--- src/rtl/sap1_pkg.sv ---
// Shared definitions for the SAP-1 control sequencer: opcodes, T-state
// encoding and control-word bit positions.
package sap1_pkg;

    localparam logic [3:0] OP_LDA = 4'h0;
    localparam logic [3:0] OP_ADD = 4'h1;
    localparam logic [3:0] OP_SUB = 4'h2;
    localparam logic [3:0] OP_JMP = 4'h3;
    localparam logic [3:0] OP_JC  = 4'h4;
    localparam logic [3:0] OP_JZ  = 4'h5;
    localparam logic [3:0] OP_OUT = 4'hE;
    localparam logic [3:0] OP_HLT = 4'hF;

    // Encoding matches t_state_o directly
    typedef enum logic [2:0] {
        IDLE = 3'd0,
        T1   = 3'd1,
        T2   = 3'd2,
        T3   = 3'd3,
        T4   = 3'd4,
        T5   = 3'd5,
        T6   = 3'd6,
        HALT = 3'd7
    } state_e;

    localparam int unsigned CTRL_W   = 16;
    localparam int unsigned PC_INC   = 0;
    localparam int unsigned PC_OUT   = 1;
    localparam int unsigned PC_LD    = 2;
    localparam int unsigned MAR_LD   = 3;
    localparam int unsigned RAM_OUT  = 4;
    localparam int unsigned IR_LD    = 5;
    localparam int unsigned IR_OUT   = 6;
    localparam int unsigned A_LD     = 7;
    localparam int unsigned A_OUT    = 8;
    localparam int unsigned B_LD     = 9;
    localparam int unsigned ALU_OUT  = 10;
    localparam int unsigned ALU_SUB  = 11;
    localparam int unsigned FLAG_LD  = 12;
    localparam int unsigned OUT_LD   = 13;
    localparam int unsigned HALT_SIG = 14;

    // Instructions whose last active T-state is T4 (everything but LDA/ADD/SUB)
    function automatic logic ends_at_t4(input logic [3:0] op);
        return !(op == OP_LDA || op == OP_ADD || op == OP_SUB);
    endfunction

endpackage

--- src/rtl/sap1_step_sync.sv ---
// Step-button synchronizer with a one-cycle pulse on each synchronized
// rising edge.
module sap1_step_sync
    import sap1_pkg::*;
#(
    parameter int unsigned SYNC_STAGES = 2
) (
    input  logic clk,
    input  logic rst_n,
    input  logic step_i,
    output logic step_pulse_o
);

    // Depths below two are not metastability-safe, so they are raised to two
    localparam int unsigned STAGES = (SYNC_STAGES < 2) ? 2 : SYNC_STAGES;

    logic [STAGES-1:0] sync_q;
    logic              prev_q;

    always_ff @(posedge clk or negedge rst_n) begin
        if (!rst_n) begin
            sync_q <= '0;
            prev_q <= 1'b0;
        end else begin
            sync_q <= {sync_q[STAGES-2:0], step_i};
            prev_q <= sync_q[STAGES-1];
        end
    end

    assign step_pulse_o = sync_q[STAGES-1] & ~prev_q;

endmodule

--- src/rtl/sap1_ctrl_sequencer.sv ---
// SAP-1 control sequencer: T-state ring plus combinational microcode decode
// from the registered state, IR opcode and datapath flags.
module sap1_ctrl_sequencer
    import sap1_pkg::*;
#(
    parameter bit          SHORT_CYCLE = 1'b0,
    parameter int unsigned SYNC_STAGES = 2
) (
    input  logic        clk,
    input  logic        rst_n,
    input  logic        run_i,
    input  logic        step_i,
    input  logic [3:0]  opcode_i,
    input  logic        carry_i,
    input  logic        zero_i,
    output logic [15:0] ctrl_o,
    output logic [2:0]  t_state_o,
    output logic        halted_o
);

    state_e              state_q, state_d;
    logic                step_pulse;
    logic                adv;
    logic [CTRL_W-1:0]   ctrl_w;

    sap1_step_sync #(
        .SYNC_STAGES(SYNC_STAGES)
    ) u_step_sync (
        .clk         (clk),
        .rst_n       (rst_n),
        .step_i      (step_i),
        .step_pulse_o(step_pulse)
    );

    assign adv = run_i | step_pulse;

    always_ff @(posedge clk or negedge rst_n) begin
        if (!rst_n) begin
            state_q <= IDLE;
        end else begin
            state_q <= state_d;
        end
    end

    always_comb begin
        state_d = state_q;
        if (adv) begin
            case (state_q)
                IDLE: state_d = T1;
                T1:   state_d = T2;
                T2:   state_d = T3;
                T3:   state_d = T4;
                T4: begin
                    if (opcode_i == OP_HLT)
                        state_d = HALT;
                    else if (SHORT_CYCLE && ends_at_t4(opcode_i))
                        state_d = T1;
                    else
                        state_d = T5;
                end
                T5:   state_d = (SHORT_CYCLE && opcode_i == OP_LDA) ? T1 : T6;
                T6:   state_d = T1;
                HALT: state_d = HALT;
                default: state_d = IDLE;
            endcase
        end
    end

    // Flags only matter in T4; later changes cannot alter the word
    always_comb begin
        ctrl_w = '0;
        case (state_q)
            T1: begin
                ctrl_w[PC_OUT] = 1'b1;
                ctrl_w[MAR_LD] = 1'b1;
            end
            T2: ctrl_w[PC_INC] = 1'b1;
            T3: begin
                ctrl_w[RAM_OUT] = 1'b1;
                ctrl_w[IR_LD]   = 1'b1;
            end
            T4: begin
                case (opcode_i)
                    OP_LDA, OP_ADD, OP_SUB: begin
                        ctrl_w[IR_OUT] = 1'b1;
                        ctrl_w[MAR_LD] = 1'b1;
                    end
                    OP_JMP: begin
                        ctrl_w[IR_OUT] = 1'b1;
                        ctrl_w[PC_LD]  = 1'b1;
                    end
                    OP_JC: begin
                        ctrl_w[IR_OUT] = carry_i;
                        ctrl_w[PC_LD]  = carry_i;
                    end
                    OP_JZ: begin
                        ctrl_w[IR_OUT] = zero_i;
                        ctrl_w[PC_LD]  = zero_i;
                    end
                    OP_OUT: begin
                        ctrl_w[A_OUT]  = 1'b1;
                        ctrl_w[OUT_LD] = 1'b1;
                    end
                    OP_HLT: ctrl_w[HALT_SIG] = 1'b1;
                    default: ctrl_w = '0;
                endcase
            end
            T5: begin
                if (opcode_i == OP_LDA) begin
                    ctrl_w[RAM_OUT] = 1'b1;
                    ctrl_w[A_LD]    = 1'b1;
                end else if (opcode_i == OP_ADD || opcode_i == OP_SUB) begin
                    ctrl_w[RAM_OUT] = 1'b1;
                    ctrl_w[B_LD]    = 1'b1;
                end
            end
            T6: begin
                if (opcode_i == OP_ADD || opcode_i == OP_SUB) begin
                    ctrl_w[ALU_OUT] = 1'b1;
                    ctrl_w[A_LD]    = 1'b1;
                    ctrl_w[FLAG_LD] = 1'b1;
                    ctrl_w[ALU_SUB] = (opcode_i == OP_SUB);
                end
            end
            default: ctrl_w = '0;
        endcase
    end

    assign ctrl_o    = ctrl_w;
    assign t_state_o = state_q;
    assign halted_o  = (state_q == HALT);

endmodule
--- config.mk ---
export PLATFORM = sky130hd
export DESIGN_NAME = sap1_ctrl_sequencer
export DESIGN_NICKNAME = d
export VERILOG_FILES = /design/src/rtl/sap1_pkg.sv /design/src/rtl/sap1_step_sync.sv /design/src/rtl/sap1_ctrl_sequencer.sv
export SDC_FILE = /design/constraint.sdc
export NUM_CORES = 1
export LEC_CHECK = 0
export CORE_MARGIN = 1.5
export CORE_UTILIZATION = 36
export DETAILED_ROUTE_END_ITERATION = 7
export PLACE_DENSITY = 0.77
export SETUP_SLACK_MARGIN = 0.1
export SYNTH_ARGS = -nofsm -noshare
export SYNTH_HDL_FRONTEND = slang
export SYNTH_SLANG_ARGS = --single-unit
--- constraint.sdc ---
create_clock -name clk -period 1.9 [get_ports clk]
set_input_delay 0.38 -clock clk [delete_from_list [all_inputs] [get_ports clk]]
set_output_delay 0.38 -clock clk [all_outputs]
set_load 0.03 [all_outputs]
Word-level counts from Yosys, hierarchy flattened
Index checks and enable logic that the tools add are counted.

Register bits after elaboration: 6. Input port bits: 10. Output and inout bits: 20. Logic and storage cells: 50.

Eq/ne operators: 14. Muxes and demuxes: 24. Bitwise logic cells: 3. Reduce and logical (&&, ||, !) cells: 6.

Operators with widths (count): $pmux 3 s7 (1); $mux 1 (14); $eq 3x3->1 const B (4); $eq 4x2->1 const B (2); $eq 4x3->1 const B (2); $eq 4x4->1 const B (2); $eq 3x2->1 const B (2); $mux 3 (2); $pmux 1 s2 (3); $pmux 1 s3 (2); $eq 4x1->1 const B (1); $logic_not 4->1 (1); $mux 2 (2); $reduce_or 4->1 (1); $eq 3x1->1 const B (1); $logic_not 3->1 (1); $reduce_or 3->1 (1); $reduce_or 2->1 (1); $and 1x1->1 (1); $logic_or 1x1->1 (1); $not 1->1 (1); $or 1x1->1 (1).

Logic depth before layout (Yosys ltp)
Word-level depth: 5. Mapped depth: 5.

Cells and area by module
A second synthesis with hierarchy kept.

Cell total of the unflattened synthesis: 61. Area total of the unflattened synthesis: 490.5 µm².

Modules (own cells, without submodules): sap1_ctrl_sequencer (instances 1, cells each 57, area an instance 401.6 µm²); sap1_step_sync (instances 1, cells each 4, area an instance 88.8 µm²).

Worst setup path after synthesis
OpenSTA, ideal clock, no wires.

Path kind: reg2out. Start: register (tool-made name). End: output port ctrl_o[3]. Data arrival time: 1.705 ns. Required time: 1.520 ns. Setup slack: -0.185 ns. Cell stages (with the launch flop): 4. Cells stage by stage: dfrtp_1 -> buf_2 -> nand3b_1 -> o32ai_1.

RTL lines: to (decl) (line sap1_ctrl_sequencer.sv:16) `output logic [15:0] ctrl_o,`.

Worst setup path in the final report
Start: input port opcode_i[2]. End: output port ctrl_o[2].

Word-level cells in the longest chain between the ends: 3.

Ends and longest elaborated chain: from (decl) (line sap1_ctrl_sequencer.sv:13) `input logic [3:0] opcode_i,`; $eq 4x3->1 / $eq 4x2->1 (equally long branches) (line sap1_ctrl_sequencer.sv:83) `case (opcode_i)`; $pmux 1 s3 (*) (line sap1_ctrl_sequencer.sv:83); $mux 1 (*) (line sap1_ctrl_sequencer.sv:72) `case (state_q)`.

Every way passes the cells marked *; elsewhere a longest branch is shown, timed or not.

==> flow_summary.json <==
{
  "final_cell_mix": "buf_4 (25), buf_6 (11), dlygate4sd2_1 (8)",
  "internal_power_mw": 0.768,
  "die_y_um": 40.9,
  "synth-async-reset-ratio_pct": 100,
  "pwr-share-seq_pct": 14.4,
  "ioPinCount": 30,
  "finalCritPeriodShare_pct": 97.0,
  "maxCapViolCount": 0,
  "finalCriticalPeriod_ns": 1.84,
  "hold_class": "reg -> reg",
  "path_class": "in -> out",
  "yosysWarnings": 0,
  "layout-drive-gt1-share_pct": 53.6,
  "grt_pass1_wl_um": 2150,
  "drc": 0,
  "critPathMaxFanout": 7,
  "fin_util_pct": 77.4,
  "dp_hpwl_um": 1040,
  "row_count": 13,
  "powerDensity_mw_per_mm2": 1370,
  "slew_violations": 0,
  "fmax_mhz": 543,
  "synth-seq-cells": 6,
  "routedWlPerCell_um": 13.1,
  "area_growth_pct": 97.3,
  "final_antenna_net_count": 0,
  "layout_commonest_cell": "buf_4",
  "p_sw_mw": 0.631,
  "critPathCaptureType": "output pin",
  "grt_usage_pct": 20.3,
  "vdd_drop_max_mv": 1.11,
  "synthesis.area_um2": 517,
  "antenna_found_initial": 0,
  "cts_tree": "built",
  "netSwitchingFraction_pct": 45.1,
  "drt_iter0_drc": 4,
  "worst_ep_arrival_time_ns": 1.46,
  "vias_per_cell": 4.94,
  "wirelength_um": 1640,
  "leakage_nw": 0.472,
  "synth_top_flop_cell": "dfrtp_1",
  "io_buffers": 28,
  "die_area_mm2": 0.00167,
  "hold_violations": 0,
  "core_area_mm2": 0.00132,
  "finalSetupViolCount": 0,
  "tns_ns": 0,
  "grt_start_max_net_pins": 8,
  "clkSinkCount": 6,
  "synth_enable_flop_cells": 0,
  "cts.htree.levels": 1,
  "fin_skew_ns": 0.00284,
  "via_count": 617,
  "synth.avg_cell_area_um2": 8.07,
  "synth.distinct_cells": 34,
  "antenna_cells": 0,
  "dpl_cell_area_um2": 810,
  "grt-ovfl-total": 0,
  "grt_pass1_vias": 498,
  "root_buffer": "clkbuf_4",
  "first_pass_iters": 4,
  "initial_core_util_pct": 39.2,
  "ctsHoldBuffers": 0,
  "start_kind": "input pin",
  "final_cells": 125,
  "routabilityCongestion": 0.704,
  "design_area_mm2": 0.00102,
  "p_comb_share_pct": 76.4,
  "status": "completed",
  "grt_setup_unrepaired": "true",
  "nNetsFinal": 121,
  "synth_nets": 74,
  "cts.path.max_buffers": 2,
  "placedCellCount": 106,
  "ys_seq_area_share_pct": 29.1,
  "die_w_um": 40.9,
  "clk_pin_slew_worst_paths_ns": 0.05,
  "synth_cells": 64,
  "required_ns": 1.52,
  "clkPwrFrac_pct": 9.2,
  "numCtsBuffers": 3,
  "worst_skew_pair.late_latency_ns": 0.25
}
==> power by group through the flow <==
| stage | Clock (mW) | Sequential (mW) | Combinational (mW) |
|---|---|---|---|
| final | 0.128 | 0.201 | 1.07 |
| after global routing | 0.144 | 0.207 | 1.14 |
| after CTS | 0.134 | 0.214 | 0.912 |
| after detailed placement | 0 | 0.252 | 0.713 |
| after global placement | 0 | 0.249 | 0.707 |
| after floorplan | 0 | 0.264 | 0.446 |
==> routing by layer <==
layer  up-vias  routed length [µm]  share of wire, %  global-route usage, %
met1       280                 707                43                   25.1
met5         -                   0                 0                      0
met4         0                   8              0.49                   5.00
li1        313                   -                 -                      -
met2        21                 811                49                   32.4
met3         3                 112               6.8                   8.15
==> logic make-up after synthesis <==
kind of cell | count (synthesis) | synth area share, %
simple gates | 31 | 35.1
compound gates | 13 | 17.7
buf+inv | 9 | 9.93
flops | 6 | 29.1
xor+xnor | 2 | 3.39
mux | 2 | 4.12
other cells | 1 | 0.726
==> repair_timing <==
action | 4_1_cts | 5_1_grt
resized for setup | 23 | 14
endpoints found under the hold margin | 0 | 0
pin swaps | 8 | 7
setup endpoints to repair | 17 | 11
setup buffers | 9 | 6
==> worst max-delay path: stages <==
cell and delay, ns:
dlygate4sd2_1 0.25, buf_4 0.16, and3b_1 0.19, o21ai_1 0.26, a21oi_4 0.09, buf_6 0.14
==> cell usage after synthesis (2+ instances only) <==
library cell / count / area share, %
dfrtp_1: 6 / 29
xor2_1: 2 / 3.4
nor2b_1: 3 / 3.6
nand2_1: 4 / 2.9
o21a_1: 2 / 2.9
o21ai_0: 3 / 2.9
buf_4: 3 / 4.4
nor2_1: 9 / 6.5
nor2_2: 2 / 2.4
nand2b_1: 2 / 2.4
buf_2: 5 / 4.8
==> layout make-up <==
| type | instances | area, µm² |
|---|---|---|
| Inverter | 1 | 3.75 |
| Tap cell | 15 | 18.8 |
| Sequential cell | 6 | 154 |
| Fill cell | 99 | 298 |
| Timing Repair Buffer | 50 | 437 |
| Multi-Input combinational cell | 49 | 380 |
| Clock buffer | 4 | 26.3 |
==> final timing paths <==
check	startpoint	end	slack, ns	depth (start not counted)
min in group asynchronous	rst_n	u_step_sync.sync_q[0]	0.37	1
setup reg to reg	t_state_o[1]	flop	0.66	4
max in group asynchronous	rst_n	t_state_o[1]	1.30	1
hold / removal	u_step_sync.sync_q[0]	u_step_sync.sync_q[1]	0.35	0
setup / recovery	opcode_i[2]	ctrl_o[2]	0.06	6
hold reg to reg	u_step_sync.sync_q[0]	u_step_sync.sync_q[1]	0.35	0
==> through the flow <==
stage                     power (mW)  setup slack (ns)  hold slack (ns)
after floorplan                0.710            0.0610           0.0844
after global placement         0.957            -0.141            0.332
after detailed placement       0.965            -0.157            0.336
after CTS                       1.26         -0.000630            0.353
after global routing            1.50           0.00667            0.359
final                           1.40            0.0574            0.348
No activity file was read; power rests on OpenSTA's default activity.
